<file path="config.mk">
export PLATFORM = sky130hd
export DESIGN_NAME = user_code_memory
export DESIGN_NICKNAME = d
export VERILOG_FILES = /design/src/rtl/user_code_pkg.sv /design/src/rtl/user_code_loader.sv /design/src/rtl/user_code_memory.sv
export SDC_FILE = /design/constraint.sdc
export NUM_CORES = 1
export LEC_CHECK = 0
export ABC_AREA = 1
export CAP_MARGIN = 40
export CORE_ASPECT_RATIO = 0.6
export CORE_UTILIZATION = 35
export DETAILED_ROUTE_END_ITERATION = 8
export PLACE_DENSITY = 0.59
export SLEW_MARGIN = 25
export SYNTH_ARGS = -nofsm -noshare
export SYNTH_HDL_FRONTEND = slang
export SYNTH_HIERARCHICAL = 1
export SYNTH_SLANG_ARGS = --single-unit
</file>
<file path="constraint.sdc">
create_clock -name clk_i -period 8 [get_ports clk_i]
set_input_delay 1.2 -clock clk_i [delete_from_list [all_inputs] [get_ports clk_i]]
set_output_delay 1.2 -clock clk_i [all_outputs]
set_load 0.02 [all_outputs]
</file>
<file path="src/rtl/user_code_pkg.sv">
// -----------------------------------------------------------------------------
// user_code_pkg
// Shared types and constants for the user code memory slice.
//   state_e        : loader FSM states (IDLE, LOAD)
//   DEFAULT_WIDTH  : default instruction word width in bits
//   DEFAULT_DEPTH  : default number of instruction words
//   NOP            : all-zero instruction word; slice [WIDTH-1:0] for use
// -----------------------------------------------------------------------------
package user_code_pkg;

    localparam int DEFAULT_WIDTH = 16;
    localparam int DEFAULT_DEPTH = 16;

    // Wide enough for any practical WIDTH; users take the low WIDTH bits.
    localparam int NOP_MAX_W = 1024;
    localparam logic [NOP_MAX_W-1:0] NOP = '0;

    typedef enum logic {
        IDLE = 1'b0,
        LOAD = 1'b1
    } state_e;

endpackage

</file>
<file path="src/rtl/user_code_loader.sv">
// -----------------------------------------------------------------------------
// user_code_loader
// Load-session controller for the user code memory: FSM, write pointer,
// word counter and (optionally) the running checksum of accepted words.
//
// Ports
//   clk_i, rst_i      : clock, asynchronous active-high reset
//   ld_start_i        : begin a session (honoured in IDLE only)
//   ld_valid_i        : loader word present
//   ld_data_i         : loader word
//   ld_last_i         : final word of the session
//   ld_ready_o        : word accepted this cycle when ld_valid_i is high
//   busy_o            : session in progress
//   ld_done_o         : one-cycle pulse after the session's final word
//   ld_count_o        : words written by the last or current session
//   clear_o           : wipe all storage words on this edge
//   wr_en_o           : write wr_data_o to word wr_addr_o on this edge
//   wr_addr_o         : write pointer
//   wr_data_o         : word being written
//   ld_checksum_o     : modulo-2^WIDTH sum of accepted words
//                       (present only with USER_CODE_CHECKSUM_EN defined)
//
// States
//   IDLE | no session; fetches served, loader stream ignored
//   LOAD | session open; words written at wptr until last word or top address
// -----------------------------------------------------------------------------
module user_code_loader
    import user_code_pkg::*;
#(
    parameter int WIDTH = DEFAULT_WIDTH,
    parameter int DEPTH = DEFAULT_DEPTH,
    localparam int AW   = $clog2(DEPTH)
) (
    input  logic             clk_i,
    input  logic             rst_i,
    input  logic             ld_start_i,
    input  logic             ld_valid_i,
    input  logic [WIDTH-1:0] ld_data_i,
    input  logic             ld_last_i,
    output logic             ld_ready_o,
    output logic             busy_o,
    output logic             ld_done_o,
    output logic [AW:0]      ld_count_o,
    output logic             clear_o,
    output logic             wr_en_o,
    output logic [AW-1:0]    wr_addr_o,
    output logic [WIDTH-1:0] wr_data_o
`ifdef USER_CODE_CHECKSUM_EN
    ,
    output logic [WIDTH-1:0] ld_checksum_o
`endif
);

    localparam logic [AW-1:0] LAST_ADDR = AW'(DEPTH - 1);

    state_e          state_q;
    logic            busy_q;
    logic            done_q;
    logic [AW-1:0]   wptr_q;
    logic [AW:0]     count_q;
`ifdef USER_CODE_CHECKSUM_EN
    logic [WIDTH-1:0] csum_q;
`endif

    logic start_d;
    logic accept_d;
    logic end_d;

    // busy_q mirrors (state_q == LOAD) so ready/busy come straight off a flop.
    assign start_d  = (state_q == IDLE) && ld_start_i;
    assign accept_d = busy_q && ld_valid_i;
    assign end_d    = accept_d && (ld_last_i || (wptr_q == LAST_ADDR));

    always_ff @(posedge clk_i or posedge rst_i) begin
        if (rst_i) begin
            state_q <= IDLE;
            busy_q  <= 1'b0;
            done_q  <= 1'b0;
            wptr_q  <= '0;
            count_q <= '0;
`ifdef USER_CODE_CHECKSUM_EN
            csum_q  <= '0;
`endif
        end else begin
            done_q <= 1'b0;
            case (state_q)
                IDLE: begin
                    if (start_d) begin
                        state_q <= LOAD;
                        busy_q  <= 1'b1;
                        wptr_q  <= '0;
                        count_q <= '0;
`ifdef USER_CODE_CHECKSUM_EN
                        csum_q  <= '0;
`endif
                    end
                end
                LOAD: begin
                    if (accept_d) begin
                        wptr_q  <= wptr_q + 1'b1;
                        count_q <= count_q + 1'b1;
`ifdef USER_CODE_CHECKSUM_EN
                        csum_q  <= csum_q + ld_data_i;
`endif
                        if (end_d) begin
                            state_q <= IDLE;
                            busy_q  <= 1'b0;
                            done_q  <= 1'b1;
                        end
                    end
                end
                default: begin
                    state_q <= IDLE;
                    busy_q  <= 1'b0;
                end
            endcase
        end
    end

    assign ld_ready_o = busy_q;
    assign busy_o     = busy_q;
    assign ld_done_o  = done_q;
    assign ld_count_o = count_q;
    assign clear_o    = start_d;
    assign wr_en_o    = accept_d;
    assign wr_addr_o  = wptr_q;
    assign wr_data_o  = ld_data_i;
`ifdef USER_CODE_CHECKSUM_EN
    assign ld_checksum_o = csum_q;
`endif

endmodule

</file>
<file path="src/rtl/user_code_memory.sv">
// -----------------------------------------------------------------------------
// user_code_memory
// Small instruction store: written by a streaming loader session, read by a
// single-cycle-latency fetch port. Storage and fetch path live here; the
// session control lives in user_code_loader.
//
// Ports
//   clk_i, rst_i      : clock, asynchronous active-high reset
//   fetch_en_i        : fetch request, sampled each cycle
//   fetch_addr_i      : word address of the fetch
//   instr_out_o       : fetched word (holds while instr_valid_o is low)
//   instr_valid_o     : one-cycle pulse qualifying instr_out_o
//   addr_err_o        : with instr_valid_o, fetch address was >= DEPTH
//   ld_start_i        : begin a load session
//   ld_valid_i, ld_data_i, ld_last_i : loader word stream
//   ld_ready_o        : loader word accepted this cycle
//   busy_o            : load session in progress
//   ld_done_o         : one-cycle pulse after a session ends
//   ld_count_o        : words written by the last or current session
//   ld_checksum_o     : sum of accepted words, present only when the
//                       USER_CODE_CHECKSUM_EN macro is defined
// -----------------------------------------------------------------------------
module user_code_memory
    import user_code_pkg::*;
#(
    parameter int WIDTH = DEFAULT_WIDTH,
    parameter int DEPTH = DEFAULT_DEPTH,
    localparam int AW   = $clog2(DEPTH)
) (
    input  logic             clk_i,
    input  logic             rst_i,
    input  logic             fetch_en_i,
    input  logic [AW-1:0]    fetch_addr_i,
    output logic [WIDTH-1:0] instr_out_o,
    output logic             instr_valid_o,
    output logic             addr_err_o,
    input  logic             ld_start_i,
    input  logic             ld_valid_i,
    input  logic [WIDTH-1:0] ld_data_i,
    input  logic             ld_last_i,
    output logic             ld_ready_o,
    output logic             busy_o,
    output logic             ld_done_o,
    output logic [AW:0]      ld_count_o
`ifdef USER_CODE_CHECKSUM_EN
    ,
    output logic [WIDTH-1:0] ld_checksum_o
`endif
);

    localparam logic [WIDTH-1:0] NOP_WORD = NOP[WIDTH-1:0];

    logic             busy;
    logic             clear;
    logic             wr_en;
    logic [AW-1:0]    wr_addr;
    logic [WIDTH-1:0] wr_data;

    logic [WIDTH-1:0] mem_q [DEPTH];
    logic [WIDTH-1:0] instr_q, instr_d;
    logic             valid_q, valid_d;
    logic             err_q, err_d;
    logic             fetch_ok;
    logic             in_range;

    user_code_loader #(
        .WIDTH (WIDTH),
        .DEPTH (DEPTH)
    ) u_loader (
        .clk_i      (clk_i),
        .rst_i      (rst_i),
        .ld_start_i (ld_start_i),
        .ld_valid_i (ld_valid_i),
        .ld_data_i  (ld_data_i),
        .ld_last_i  (ld_last_i),
        .ld_ready_o (ld_ready_o),
        .busy_o     (busy),
        .ld_done_o  (ld_done_o),
        .ld_count_o (ld_count_o),
        .clear_o    (clear),
        .wr_en_o    (wr_en),
        .wr_addr_o  (wr_addr),
        .wr_data_o  (wr_data)
`ifdef USER_CODE_CHECKSUM_EN
        ,
        .ld_checksum_o (ld_checksum_o)
`endif
    );

    assign busy_o = busy;

    // Session start wipes every word to NOP on the same edge it enters LOAD.
    always_ff @(posedge clk_i or posedge rst_i) begin
        if (rst_i) begin
            for (int i = 0; i < DEPTH; i++) begin
                mem_q[i] <= NOP_WORD;
            end
        end else if (clear) begin
            for (int i = 0; i < DEPTH; i++) begin
                mem_q[i] <= NOP_WORD;
            end
        end else if (wr_en) begin
            mem_q[wr_addr] <= wr_data;
        end
    end

    // A starting session takes precedence over a fetch in the same cycle.
    assign fetch_ok = fetch_en_i && !busy && !ld_start_i;
    // Extra bit so non-power-of-two DEPTH can flag the unused top addresses.
    assign in_range = ({1'b0, fetch_addr_i} < (AW + 1)'(DEPTH));

    always_comb begin
        instr_d = instr_q;
        valid_d = fetch_ok;
        err_d   = 1'b0;
        if (fetch_ok) begin
            if (in_range) begin
                instr_d = mem_q[fetch_addr_i];
            end else begin
                instr_d = NOP_WORD;
                err_d   = 1'b1;
            end
        end
    end

    always_ff @(posedge clk_i or posedge rst_i) begin
        if (rst_i) begin
            instr_q <= NOP_WORD;
            valid_q <= 1'b0;
            err_q   <= 1'b0;
        end else begin
            instr_q <= instr_d;
            valid_q <= valid_d;
            err_q   <= err_d;
        end
    end

    assign instr_out_o   = instr_q;
    assign instr_valid_o = valid_q;
    assign addr_err_o    = err_q;

endmodule

</file>
-- Word-level counts from Yosys, hierarchy flattened
Index checks and enable logic that the tools add are counted.
- input port bits: 26
- register bits after elaboration: 285
- word-level logic and storage cells: 72
- reduce and logical (&&, ||, !) cells: 12
- eq/ne operators: 4
- add/sub/neg operators: 2
- magnitude comparators: 3
- bitwise gates (word level): 3
- multiplexer cells: 25
- operator list (cell ; number):
    $mux 256 ; 2
    $bwmux 256 ; 1
    $bmux 16 s4 ; 1
    $demux 16 s4 ; 1
    $mux 16 ; 3
    $ge 5x5->1 const B ; 2
    $mux 5 ; 2
    $not 4->5 ; 2
    $pmux 5 s2 ; 1
    $mux 1 ; 9
    $mux 4 ; 2
    $pmux 4 s2 ; 1
    $logic_and 1x1->1 ; 6
    $ne 2x2->1 const B ; 3
    $add 5x1->5 const B ; 1
    $lt 5x1->1 const B ; 1
    $add 4x1->4 const B ; 1
    $eq 4x4->1 const B ; 1
    $pmux 1 s2 ; 2
    $reduce_and 3->1 ; 1
    $logic_not 1->1 ; 2
    $reduce_and 2->1 ; 1
    $reduce_bool 2->1 ; 1
    $logic_or 1x1->1 ; 1
    $not 1->1 ; 1

-- Logic depth before layout (Yosys ltp)
- depth after elaboration: 8
- gate-level depth with buffers: 11
- gate-level depth less buffers: 9

-- Modules after synthesis
Netlist, hierarchy kept.
- by module, submodules not included (module ; sequential area each (sq um) ; times used ; area an instance (sq um) ; cells an instance):
    user_code_memory ; 6831.6 ; 1 ; 12814.8 ; 1581
    user_code_loader ; 300.3 ; 1 ; 700.7 ; 89

-- Least setup slack after synthesis
OpenSTA, ideal clock, no wires.
- kind: in2reg
- start: input ld_valid_i
- end: register mem_q[32] (netlist bit)
- stages on the path: 8
- arrival: 2.169 ns
- path buffers: 3
- path slack: 5.748 ns
- setup time: 0.083 ns
- path through: nand2_1 > inv_1 > clkbuf_2 > buf_4 > nand2_1 > clkbuf_1 > nand3_1 > o21ai_0
- word-level cells in the longest chain between the ends: 2
- RTL lines (item ; RTL line ; text):
    from (decl) ; user_code_memory.sv:38 ; input logic ld_valid_i,
    $logic_and 1x1->1 ; user_code_loader.sv:71 ; assign accept_d = busy_q && ld_valid_i;
    net wr_en ; user_code_memory.sv:55 ; logic wr_en;
    $reduce_bool 2->1 (no line) ; - ;
    to (signal, indexed assignment) ; user_code_memory.sv:103 ; mem_q[wr_addr] <= wr_data;
    to (decl) ; user_code_memory.sv:59 ; logic [WIDTH-1:0] mem_q [DEPTH];
The timed path passes the listed nets, and every way through them passes these cells.
A chain may end at the register's enable or synchronous reset.

-- Worst setup path in the final report
- start: input ld_start_i
- end: register mem_q[32] (netlist bit)
- word-level cells in the longest chain between the ends: 2
- RTL lines (item ; RTL line ; text):
    from (decl) ; user_code_memory.sv:37 ; input logic ld_start_i,
    $logic_and 1x1->1 (*) ; user_code_loader.sv:70 ; assign start_d = (state_q == IDLE) && ld_start_i;
    net clear ; user_code_memory.sv:54 ; logic clear;
    $mux 256 / $reduce_bool 2->1 (equally long branches) ; - ;
The timed path passes the listed nets; every way through them passes the cells marked *.

==> flow_metrics.py <==
metrics = {
    "status": {
        "run_status": "complete, no violations",
    },
    "floorplanning": {
        "initial_utilization_pct": 35.7,
        "row_count": 55,
        "overall_die_area_um2": 39400,
        "chipWidth_um": 256,
        "design.core.area_um2": 37800,
        "die_height_um": 154,
        "ioPinCount": 52,
    },
    "synthesis": {
        "postSynthCellCount": 1670,
        "synth_area_leader": "sky130_fd_sc_hd__dfrtp_1",
        "number_of_synthesized_register_bits": 285,
        "post_synth_main_area_contributors": "sky130_fd_sc_hd__dfrtp_1 (53%), sky130_fd_sc_hd__nand3_1 (17%), sky130_fd_sc_hd__nand2_1 (12%)",
        "post_synth_mux_area_share_pct": 0,
        "synth_fa_ha_area_share_pct": 0.185,
        "syn_area_um2": 13500,
        "netlist-cell-type-count": 20,
        "synth.yosys.seq_area_share_pct": 52.8,
        "synth_top_area_share_pct": 52.8,
        "synth_compound_area_share_pct": 9.66,
        "avgSynthCellArea_um2": 8.09,
        "synth_top_family_by_area": "simple AND/OR/NAND/NOR gates",
        "post_synth_xor_area_fraction_pct": 0,
        "mappedNetlistNets": 1698,
        "synthSimpleGateAreaFrac_pct": 30.3,
        "synth_warnings": 6,
    },
    "global_route": {
        "grt_pass1_vias": 10721,
        "antenna_violations_before_repair": 1,
        "maximum_number_of_pins_on_one_net_before_global_route_repair": 176,
        "grt_first_pass_wirelength_mm": 64.7,
        "gr-usage-all-layers_pct": 20.9,
        "grt_overflow": 0,
    },
    "power_and_ir_drop": {
        "irDropWorstVdd_v": 0.000147,
        "power_per_cell_area_nw_per_um2": 261,
        "total_leakage_power_uw": 0.00668,
    },
    "setup_path": {
        "setup.worst_path.start_class": "input pin",
        "cp.required_ps": 8460,
        "slowest_delay_ps": 640,
        "critPathKind": "input pin to flop",
        "timing.critical_path.cells": "clkdlybuf4s50_1 -> nand2_4 -> inv_1 -> inv_8 -> buf_16 -> buf_4 -> nand2_1 -> o21ai_0",
        "worstSetupStartpoint": "ld_start_i",
        "start_of_the_worst_register_to_register_path": "u_loader/state_q$_DFF_PP0_",
        "timing.critical_path.slowest_stage_cell": "sky130_fd_sc_hd__buf_4",
        "timing.critical_path.to_type": "flop",
        "critical_path_peak_fanout": 123,
        "worst_ep_arrival_time_ps": 4140,
    },
    "route": {
        "detailedRoute.firstPassIterationCount": 7,
        "postRouteWirelength_mm": 41.3,
        "routed-via-count": 11643,
        "drtAntennaViolNets": 0,
        "dr.first_iter.drc_count": 1293,
        "post_drt_via_cell_ratio": 5.44,
        "wl_per_cell_um": 19.3,
        "detail_route.drc_violations": 0,
    },
    "cells_and_area": {
        "num-fill-cells": 3845,
        "layout_cells_sized_above_1_pct": 5.16,
        "finish.net_count": 1645,
        "layout.cell_area.non_filler_um2": 15000,
        "area_growth_syn_to_layout_pct": 11.1,
        "layout.cells.most_common_list": "sky130_fd_sc_hd__nand3_1 (453), sky130_fd_sc_hd__nand2_1 (446), sky130_fd_sc_hd__dfrtp_1 (285)",
        "most_common_cell_after_layout_fill_and_taps_aside": "sky130_fd_sc_hd__nand3_1",
        "multi_input_comb_area_um2": 5430,
        "sequential_cell_area_um2": 7130,
        "total_inserted_antenna_cells": 0,
    },
    "cts": {
        "cts_max_level": 1,
        "cts_tree": "yes",
        "clk_tree_root_cell": "sky130_fd_sc_hd__clkbuf_16",
        "clock_insertion_delay_worst_skew_ps": 550,
        "clock_transition_time_at_the_flip_flop_clock_pins_of_the_worst_setup_and_hold_paths_ps": 60,
        "cts_setup_buffers": 0,
        "cts.hold.buffers_added": 0,
        "clock_tree.buffer_depth": 3,
        "post_cts_resize_count": 0,
        "cts_made_buffers": 26,
        "clock-sinks": 285,
    },
    "sta": {
        "final.hold.worst_slack_ps": 483,
        "timing.final.crit_period_ps": 3680,
        "grt_setup_unrepaired": "false",
        "tightestPinTransition_ps": 837,
        "final_hold_viol_count": 0,
        "total_negative_setup_slacks_ps": 0,
        "maxSlewViolCount": 0,
        "fin_crit_sh_pct": 46.0,
        "maxSlewHeadroom_pct": 44.1,
        "highest_attainable_clock_frequency_mhz": 272,
        "setup_viol": 0,
        "skew_ps": 20.6,
    },
    "hold_path": {
        "timing.hold.worst.class": "flop to flop",
        "worstHoldStart": "instr_out_o[11]$_DFFE_PP0P_",
    },
    "placed_design": {
        "place.detailed.hpwl_mm": 23.5,
        "placed_area_um2": 14200,
        "final_weighted_congestion_in_routability_driven_placement": 0.791,
        "placement.io_buffers": 50,
    },
    "run": {
        "drv_cap": 0,
    },
}
==> power by group <==
part	total (uW)	leakage [uW]	internal (uW)	switching [uW]
clock network	1220	0.000392	676	543
registers	1770	0.00393	1650	126
logic	928	0.00236	296	632
total	3920	0.00668	2620	1300
==> registers in the layout, summed over array words and instances, names as in the netlist <==
register,cells
instr_out_o,16
instr_valid_o,1
mem_q,256
u_loader/busy_o,1
u_loader/ld_count_o,5
u_loader/ld_done_o,1
u_loader/state_q,1
u_loader/wr_addr_o,4
==> logic make-up (layout without fill, tap and decap cells) <==
logic type / count (synthesis) / in the layout
compound gates: 261 / 261
flops: 285 / 285
fa+ha+maj: 2 / 2
buf+inv: 187 / 145
simple gates: 934 / 934
other cells: 1 / 1
==> per-stage QoR <==
stage | utilization, % | std cells | setup slack, ps | total power (uW)
after global routing | 39.7 | 2141 | 4010 | 4140
after global placement | 37.0 | 2093 | 3790 | 2690
final | 39.7 | 2141 | 4320 | 3920
after CTS | 39.5 | 2139 | 4290 | 3950
after floorplan | - | 1670 | 3190 | 2410
after detailed placement | 37.4 | 2100 | 3710 | 2720
==> final timing paths <==
check                                                to  slack (ps)  depth (start not counted)
max                               mem_q[32]$_DFFE_PP0P_        4320                          8
min reg2reg                 instr_out_o[11]$_DFFE_PP0P_         480                          2
min                         instr_out_o[11]$_DFFE_PP0P_         480                          2
min in group asynchronous  u_loader/ld_done_o$_DFF_PP0_        1060                          2
max in group asynchronous        mem_q[129]$_DFFE_PP0P_        5680                          4
max reg2reg                       mem_q[32]$_DFFE_PP0P_        5050                          8
==> critical path: cells and delay by family <==
kind / cells / cell delay [ps]
AND/OR/NAND/NOR: 2 / 670
buffers and inverters: 5 / 1870
AO/OA/AOI/OAI: 1 / 320
==> per-layer routing <==
layer | vias up | track usage (%) | routed length, um
met5 | - | 0 | 0
met4 | 0 | 5.10 | 913
met3 | 59 | 4.18 | 3600
met2 | 437 | 29.8 | 16900
met1 | 5661 | 32.2 | 19900
li1 | 5486 | - | -
==> synth_stat cells <==
library cell,n
sky130_fd_sc_hd__clkbuf_1,49
sky130_fd_sc_hd__nand3_1,453
sky130_fd_sc_hd__conb_1,1
sky130_fd_sc_hd__nor3_2,1
sky130_fd_sc_hd__dfrtp_1,285
sky130_fd_sc_hd__inv_2,3
sky130_fd_sc_hd__buf_1,6
sky130_fd_sc_hd__nor2_4,1
sky130_fd_sc_hd__nand2_1,447
sky130_fd_sc_hd__o21ai_0,258
sky130_fd_sc_hd__clkbuf_2,1
sky130_fd_sc_hd__nand2_2,1
sky130_fd_sc_hd__inv_1,17
sky130_fd_sc_hd__buf_2,67
sky130_fd_sc_hd__a21oi_1,2
sky130_fd_sc_hd__nor2_1,30
sky130_fd_sc_hd__buf_4,44
sky130_fd_sc_hd__ha_1,2
sky130_fd_sc_hd__o21ai_1,1
sky130_fd_sc_hd__nand2_4,1
==> final cells by class <==
| class | instances | area share (%) |
|---|---|---|
| sequential | 285 | 47.5 |
| multi-input combinational | 1198 | 36.2 |
| timing repair buffer | 86 | 6.15 |
| clock buffer | 35 | 4.97 |
| tap | 513 | 4.28 |
| inverter | 20 | 0.600 |
| clock inverter | 4 | 0.300 |
No activity file was read; power rests on OpenSTA's default activity.
